$ cat src/rtl/shiftreg_arbiter.sv
// Round-robin arbiter sharing one 74hc595 shift-register driver between N byte producers.
// Optional handshake timeout enabled by defining ARB_TIMEOUT_EN.
module shiftreg_arbiter #(
    parameter int N       = 4,
    parameter int TIMEOUT = 1024,
    parameter int IW      = $clog2(N)
) (
    input  logic           i_clk,
    input  logic           i_rst,
    input  logic [N-1:0]   i_req,
    input  logic [8*N-1:0] i_data,
    output logic [N-1:0]   o_ack,
    output logic [N-1:0]   o_grant,
    output logic [7:0]     o_Data,
    output logic           o_Enable,
    input  logic           i_Ready,
    output logic           o_busy,
    output logic           o_err
);

    typedef enum logic [2:0] {
        IDLE      = 3'd0,
        ISSUE     = 3'd1,
        WAIT_BUSY = 3'd2,
        WAIT_DONE = 3'd3,
        ACK       = 3'd4
    } state_t;

    state_t        r_state;
    state_t        w_next;
    logic [IW-1:0] r_last;
    logic [IW-1:0] r_gidx;
    logic [N-1:0]  r_grant;
    logic [7:0]    r_data;

    logic [IW-1:0] w_win;
    logic [IW-1:0] w_cand;
    logic          w_found;
    logic          w_go;
    logic          w_abort;
    logic          w_expired;
    int unsigned   w_idx;

    // Search starts one past the last served requester; wrap is modulo N so non-power-of-2 N works.
    always_comb begin
        w_found = 1'b0;
        w_win   = '0;
        w_cand  = '0;
        w_idx   = 0;
        for (int unsigned k = 0; k < N; k++) begin
            w_idx  = (32'(r_last) + 32'd1 + k) % 32'(N);
            w_cand = IW'(w_idx);
            if (!w_found && i_req[w_cand]) begin
                w_found = 1'b1;
                w_win   = w_cand;
            end
        end
    end

    assign w_go = (r_state == IDLE) && i_Ready && w_found;

    always_comb begin
        w_next  = r_state;
        w_abort = 1'b0;
        case (r_state)
            IDLE: begin
                if (i_Ready && w_found)
                    w_next = ISSUE;
            end
            ISSUE: w_next = WAIT_BUSY;
            WAIT_BUSY: begin
                if (w_expired)
                    w_abort = 1'b1;
                else if (!i_Ready)
                    w_next = WAIT_DONE;
            end
            WAIT_DONE: begin
                if (i_Ready)
                    w_next = ACK;
                else if (w_expired)
                    w_abort = 1'b1;
            end
            ACK:     w_next = IDLE;
            default: w_next = IDLE;
        endcase
        if (w_abort)
            w_next = IDLE;
    end

    always_ff @(posedge i_clk or posedge i_rst) begin
        if (i_rst) begin
            r_state <= IDLE;
            r_last  <= IW'(N - 1);
            r_gidx  <= '0;
            r_grant <= '0;
            r_data  <= '0;
        end else begin
            r_state <= w_next;
            if (w_go) begin
                r_grant <= N'(1) << w_win;
                r_data  <= i_data[8*w_win +: 8];
                r_gidx  <= w_win;
            end else if ((r_state == ACK) || w_abort) begin
                // An aborted requester also moves to the back of the queue.
                r_last  <= r_gidx;
                r_grant <= '0;
            end
        end
    end

`ifdef ARB_TIMEOUT_EN
    localparam int CW = $clog2(TIMEOUT + 1);

    logic [CW-1:0] r_cnt;
    logic          r_err;

    assign w_expired = (r_cnt == CW'(TIMEOUT - 1));

    always_ff @(posedge i_clk or posedge i_rst) begin
        if (i_rst) begin
            r_cnt <= '0;
            r_err <= 1'b0;
        end else begin
            if (r_state == ISSUE)
                r_cnt <= '0;
            else if ((r_state == WAIT_BUSY) || (r_state == WAIT_DONE))
                r_cnt <= r_cnt + 1'b1;
            if (w_abort)
                r_err <= 1'b1;
        end
    end

    assign o_err = r_err;
`else
    assign w_expired = 1'b0;
    assign o_err     = 1'b0;
`endif

    assign o_grant  = r_grant;
    assign o_Data   = r_data;
    assign o_Enable = (r_state == ISSUE);
    assign o_busy   = (r_state != IDLE);
    assign o_ack    = (r_state == ACK) ? r_grant : '0;

endmodule
$ cat config.mk
export PLATFORM = sky130hd
export DESIGN_NAME = shiftreg_arbiter
export DESIGN_NICKNAME = d
export VERILOG_FILES = /design/src/rtl/shiftreg_arbiter.sv
export SDC_FILE = /design/constraint.sdc
export NUM_CORES = 1
export LEC_CHECK = 0
export CAP_MARGIN = 20
export CORE_MARGIN = 2
export CORE_UTILIZATION = 44
export CTS_CLUSTER_SIZE = 25
export DETAILED_ROUTE_END_ITERATION = 12
export PLACE_DENSITY = 0.91
export SLEW_MARGIN = 20
export SYNTH_ARGS = -nofsm -noshare
export SYNTH_HDL_FRONTEND = slang
export SYNTH_SLANG_ARGS = --single-unit
$ cat constraint.sdc
create_clock -name i_clk -period 5.55 [get_ports i_clk]
set_clock_uncertainty 0.05 [all_clocks]
set_input_delay 1.11 -clock i_clk [delete_from_list [all_inputs] [get_ports i_clk]]
set_output_delay 1.11 -clock i_clk [all_outputs]
set_load 0.05 [all_outputs]
==> results.py <==
metrics = {
    "clock_tree": {
        "htreeDepth": 1,
        "cts-resized-gates": 0,
        "hold_buffers": 0,
        "clock_latency_ns": 0.30,
        "cts_tree": "done",
        "post_cts_buffers": 0,
        "cts_made_buffers": 3,
        "clockBufferDepth": 2,
        "cts.sink_count": 19,
        "path_clk_slew_ns": 0.11,
        "cts_root_buf": "clkbuf_4",
    },
    "timing": {
        "worstMarginPinSlew_ns": 0.7251,
        "setup_slack_ns": 2.289,
        "fmax_mhz": 306.7,
        "drv_slew": 0,
        "tns_ns": 0,
        "finalHoldWorstSlack_ns": 0.4531,
        "relSlewSlack_pct": 51.61,
        "hold_viol": 0,
        "setup_violations": 0,
        "grt_setup_unrepaired": "no",
        "finalCriticalPeriod_ns": 3.261,
        "min_period_over_period_pct": 58.75,
    },
    "global_route": {
        "antenna_found_initial": 0,
        "grt_usage_pct": 22.14,
        "first_global_vias": 1256,
        "grt_first_pass_wirelength_um": 5740,
        "grt_max_degree": 20,
        "grt.overflow.total": 0,
    },
    "yosys": {
        "ys_warn_count": 0,
        "synth_nets": 175,
        "synth_area_leaders": "dfrtp_1, and3_1, o211ai_1",
        "synth_area_per_cell_sq_um": 9.467,
        "yosysUniqueCellTypes": 42,
        "async_flop_share_pct": 100.0,
        "yosys.area.top_type": "dfrtp_1",
        "synth-main-ff-cell": "dfrtp_1",
        "synth_seq_cells": 19,
        "syn-instance-count": 136,
        "synth-edff-count": 0,
        "synth.top_cell.area_share_pct": 33.04,
        "yosysSeqAreaShare_pct": 37.12,
        "synth_area_sq_mm": 0.001287,
    },
    "critical_path": {
        "max_stage_delay_ns": 0.65,
        "cp_max_fo": 15,
        "cp-start-kind": "input pin",
        "worstPathRequired_ns": 5.66,
        "cp-end-kind": "flip-flop",
        "path_class": "input pin to flip-flop",
        "arrival_ns": 3.37,
        "crit_chain": "clkdlybuf4s50_1, or4_4, and4b_1, nand2b_1, a2111oi_0, a211oi_1",
        "path_delay_family": "simple AND/OR/NAND/NOR gates",
        "cp_slowest_cell": "a2111oi_0",
        "crit_buf_inv": 1,
    },
    "placement": {
        "place_area_sq_mm": 0.001805,
        "hpwl_um": 2754,
        "gp_congestion": 0.8072,
        "io_buffers": 56,
        "place_ws_ns": 2.040,
    },
    "routing": {
        "ant_nets": 0,
        "wirelength_um": 3651,
        "drt-pass1-iter-count": 4,
        "drt_iter0_markers": 39,
        "drc": 0,
        "vias_per_cell": 6.144,
        "num_vias": 1321,
        "wl_per_cell_um": 16.98,
    },
    "die": {
        "rows": 19,
        "die_h_um": 58.10,
        "die_area_sq_mm": 0.003375,
        "coreArea_sq_mm": 0.002758,
        "die-width_um": 58.10,
        "start_util_pct": 46.69,
        "io_pins": 58,
    },
    "layout": {
        "nFillCells": 226,
        "synthToLayoutAreaGrowth_pct": 42.66,
        "post-route-cell-area_sq_mm": 0.001837,
        "final_layout_size_suffix_gt1_share_pct": 8.152,
        "antennaDiodeCount": 0,
        "layout_common_cells": "clkdlybuf4s50_1, dfrtp_1, nand3_1, and3_1, o211ai_1",
        "fin_nets": 224,
        "final_common_cell": "clkdlybuf4s50_1",
    },
    "power": {
        "p_switching_uw": 444.1,
        "comb_power_share_pct": 61.6,
        "switching_share_pct": 50.59,
        "power.density_mw_per_mm2": 478.0,
        "pwr-share-seq_pct": 30.2,
        "irDropWorstVdd_mv": 0.3082,
        "power.share.clock_pct": 8.2,
        "p_leak_uw": 0.0007250,
        "p_int_uw": 433.8,
    },
    "flow_run": {
        "maxCapViolCount": 0,
    },
    "outcome": {
        "status": "completed",
    },
    "min_path": {
        "min_path_type": "flip-flop to flip-flop",
    },
}
-- cell usage after synthesis (all sizes together) (2+ instances only) --
cell / instances
dfrtp: 17
and3: 11
nand3: 11
a21boi: 9
buf: 9
o211ai: 9
o21ai: 9
nand2: 8
nor2: 8
a41oi: 6
a211oi: 4
clkbuf: 3
nand2b: 3
o31ai: 3
a2111oi: 2
and4b: 2
dfstp: 2
inv: 2
mux2: 2
nor3: 2
or3: 2
-- worst reg2reg max path, cell delays in order, from the launching register on --
cell       delay [ns]
dfrtp_1          0.45
nor2_4           0.21
and4b_1          0.58
nand2b_1         0.19
a2111oi_0        0.65
a211oi_1         0.09
-- area by class of cell --
class	instances	area, sq um	area share (%)
Clock buffer	4	26.28	1.431
Multi-Input combinational cell	103	725.7	39.51
Sequential cell	19	478.0	26.02
Inverter	2	7.507	0.4087
Tap cell	31	38.79	2.112
Timing Repair Buffer	56	560.5	30.52
-- worst paths after layout --
kind                                         from                     end  slack (ns)  cells after the start
max                                      i_req[3]   o_Data[3]$_DFFE_PP0P_        2.29                      6
min                         r_gidx[1]$_DFFE_PP0P_   r_gidx[1]$_DFFE_PP0P_        0.45                      2
max reg2reg                r_state[0]$_DFFE_PP0P_   o_Data[3]$_DFFE_PP0P_        3.20                      5
min reg2reg                 r_gidx[1]$_DFFE_PP0P_   r_gidx[1]$_DFFE_PP0P_        0.45                      2
max in group asynchronous                   i_rst   o_Data[6]$_DFFE_PP0P_        3.83                      2
min in group asynchronous                   i_rst  r_state[0]$_DFFE_PP0P_        1.17                      2
-- routing by layer --
layer	part of all wire [%]	vias up	wire length (um)	track usage, %
met5	0	-	0	0
met3	7.8	8	284	2.679
met2	52	67	1887	39.45
met4	1.6	0	60	7.309
met1	39	631	1418	27.70
li1	-	615	-	-
-- state kept, by name (all words and copies together) (netlist names) --
signal and count:
r_state 3, r_gidx 2, o_grant 4, r_last 2, o_Data 8
-- kinds of logic (layout without fill, tap and decap cells) --
family	after synthesis	count (layout)	synth area share, %
AND/OR/NAND/NOR	54	54	25.66
AO/OA/AOI/OAI	45	45	27.50
flip-flops	19	19	37.12
buffers and inverters	14	62	6.899
multiplexers	3	3	2.527
other	1	1	0.2913
-- power by group through the flow --
stage                     combinational, uW  sequential (uW)  clock, uW
after detailed placement                536              266          0
after CTS                               538              264       73.9
after global routing                    577              272       76.8
after floorplan                         260              387          0
after global placement                  521              261          0
final                                   541              265       72.1
-- stage by stage --
stage          total power, uW  std cells  util, %
2_1_floorplan            646.4        136        -
3_3_place_gp             781.8        211    65.47
3_5_place_dp             802.6        211    65.47
4_1_cts                  875.2        215    66.42
5_1_grt                  925.6        215    66.61
6_report                 877.9        215    66.61
(Power assumes the default switching activity.)
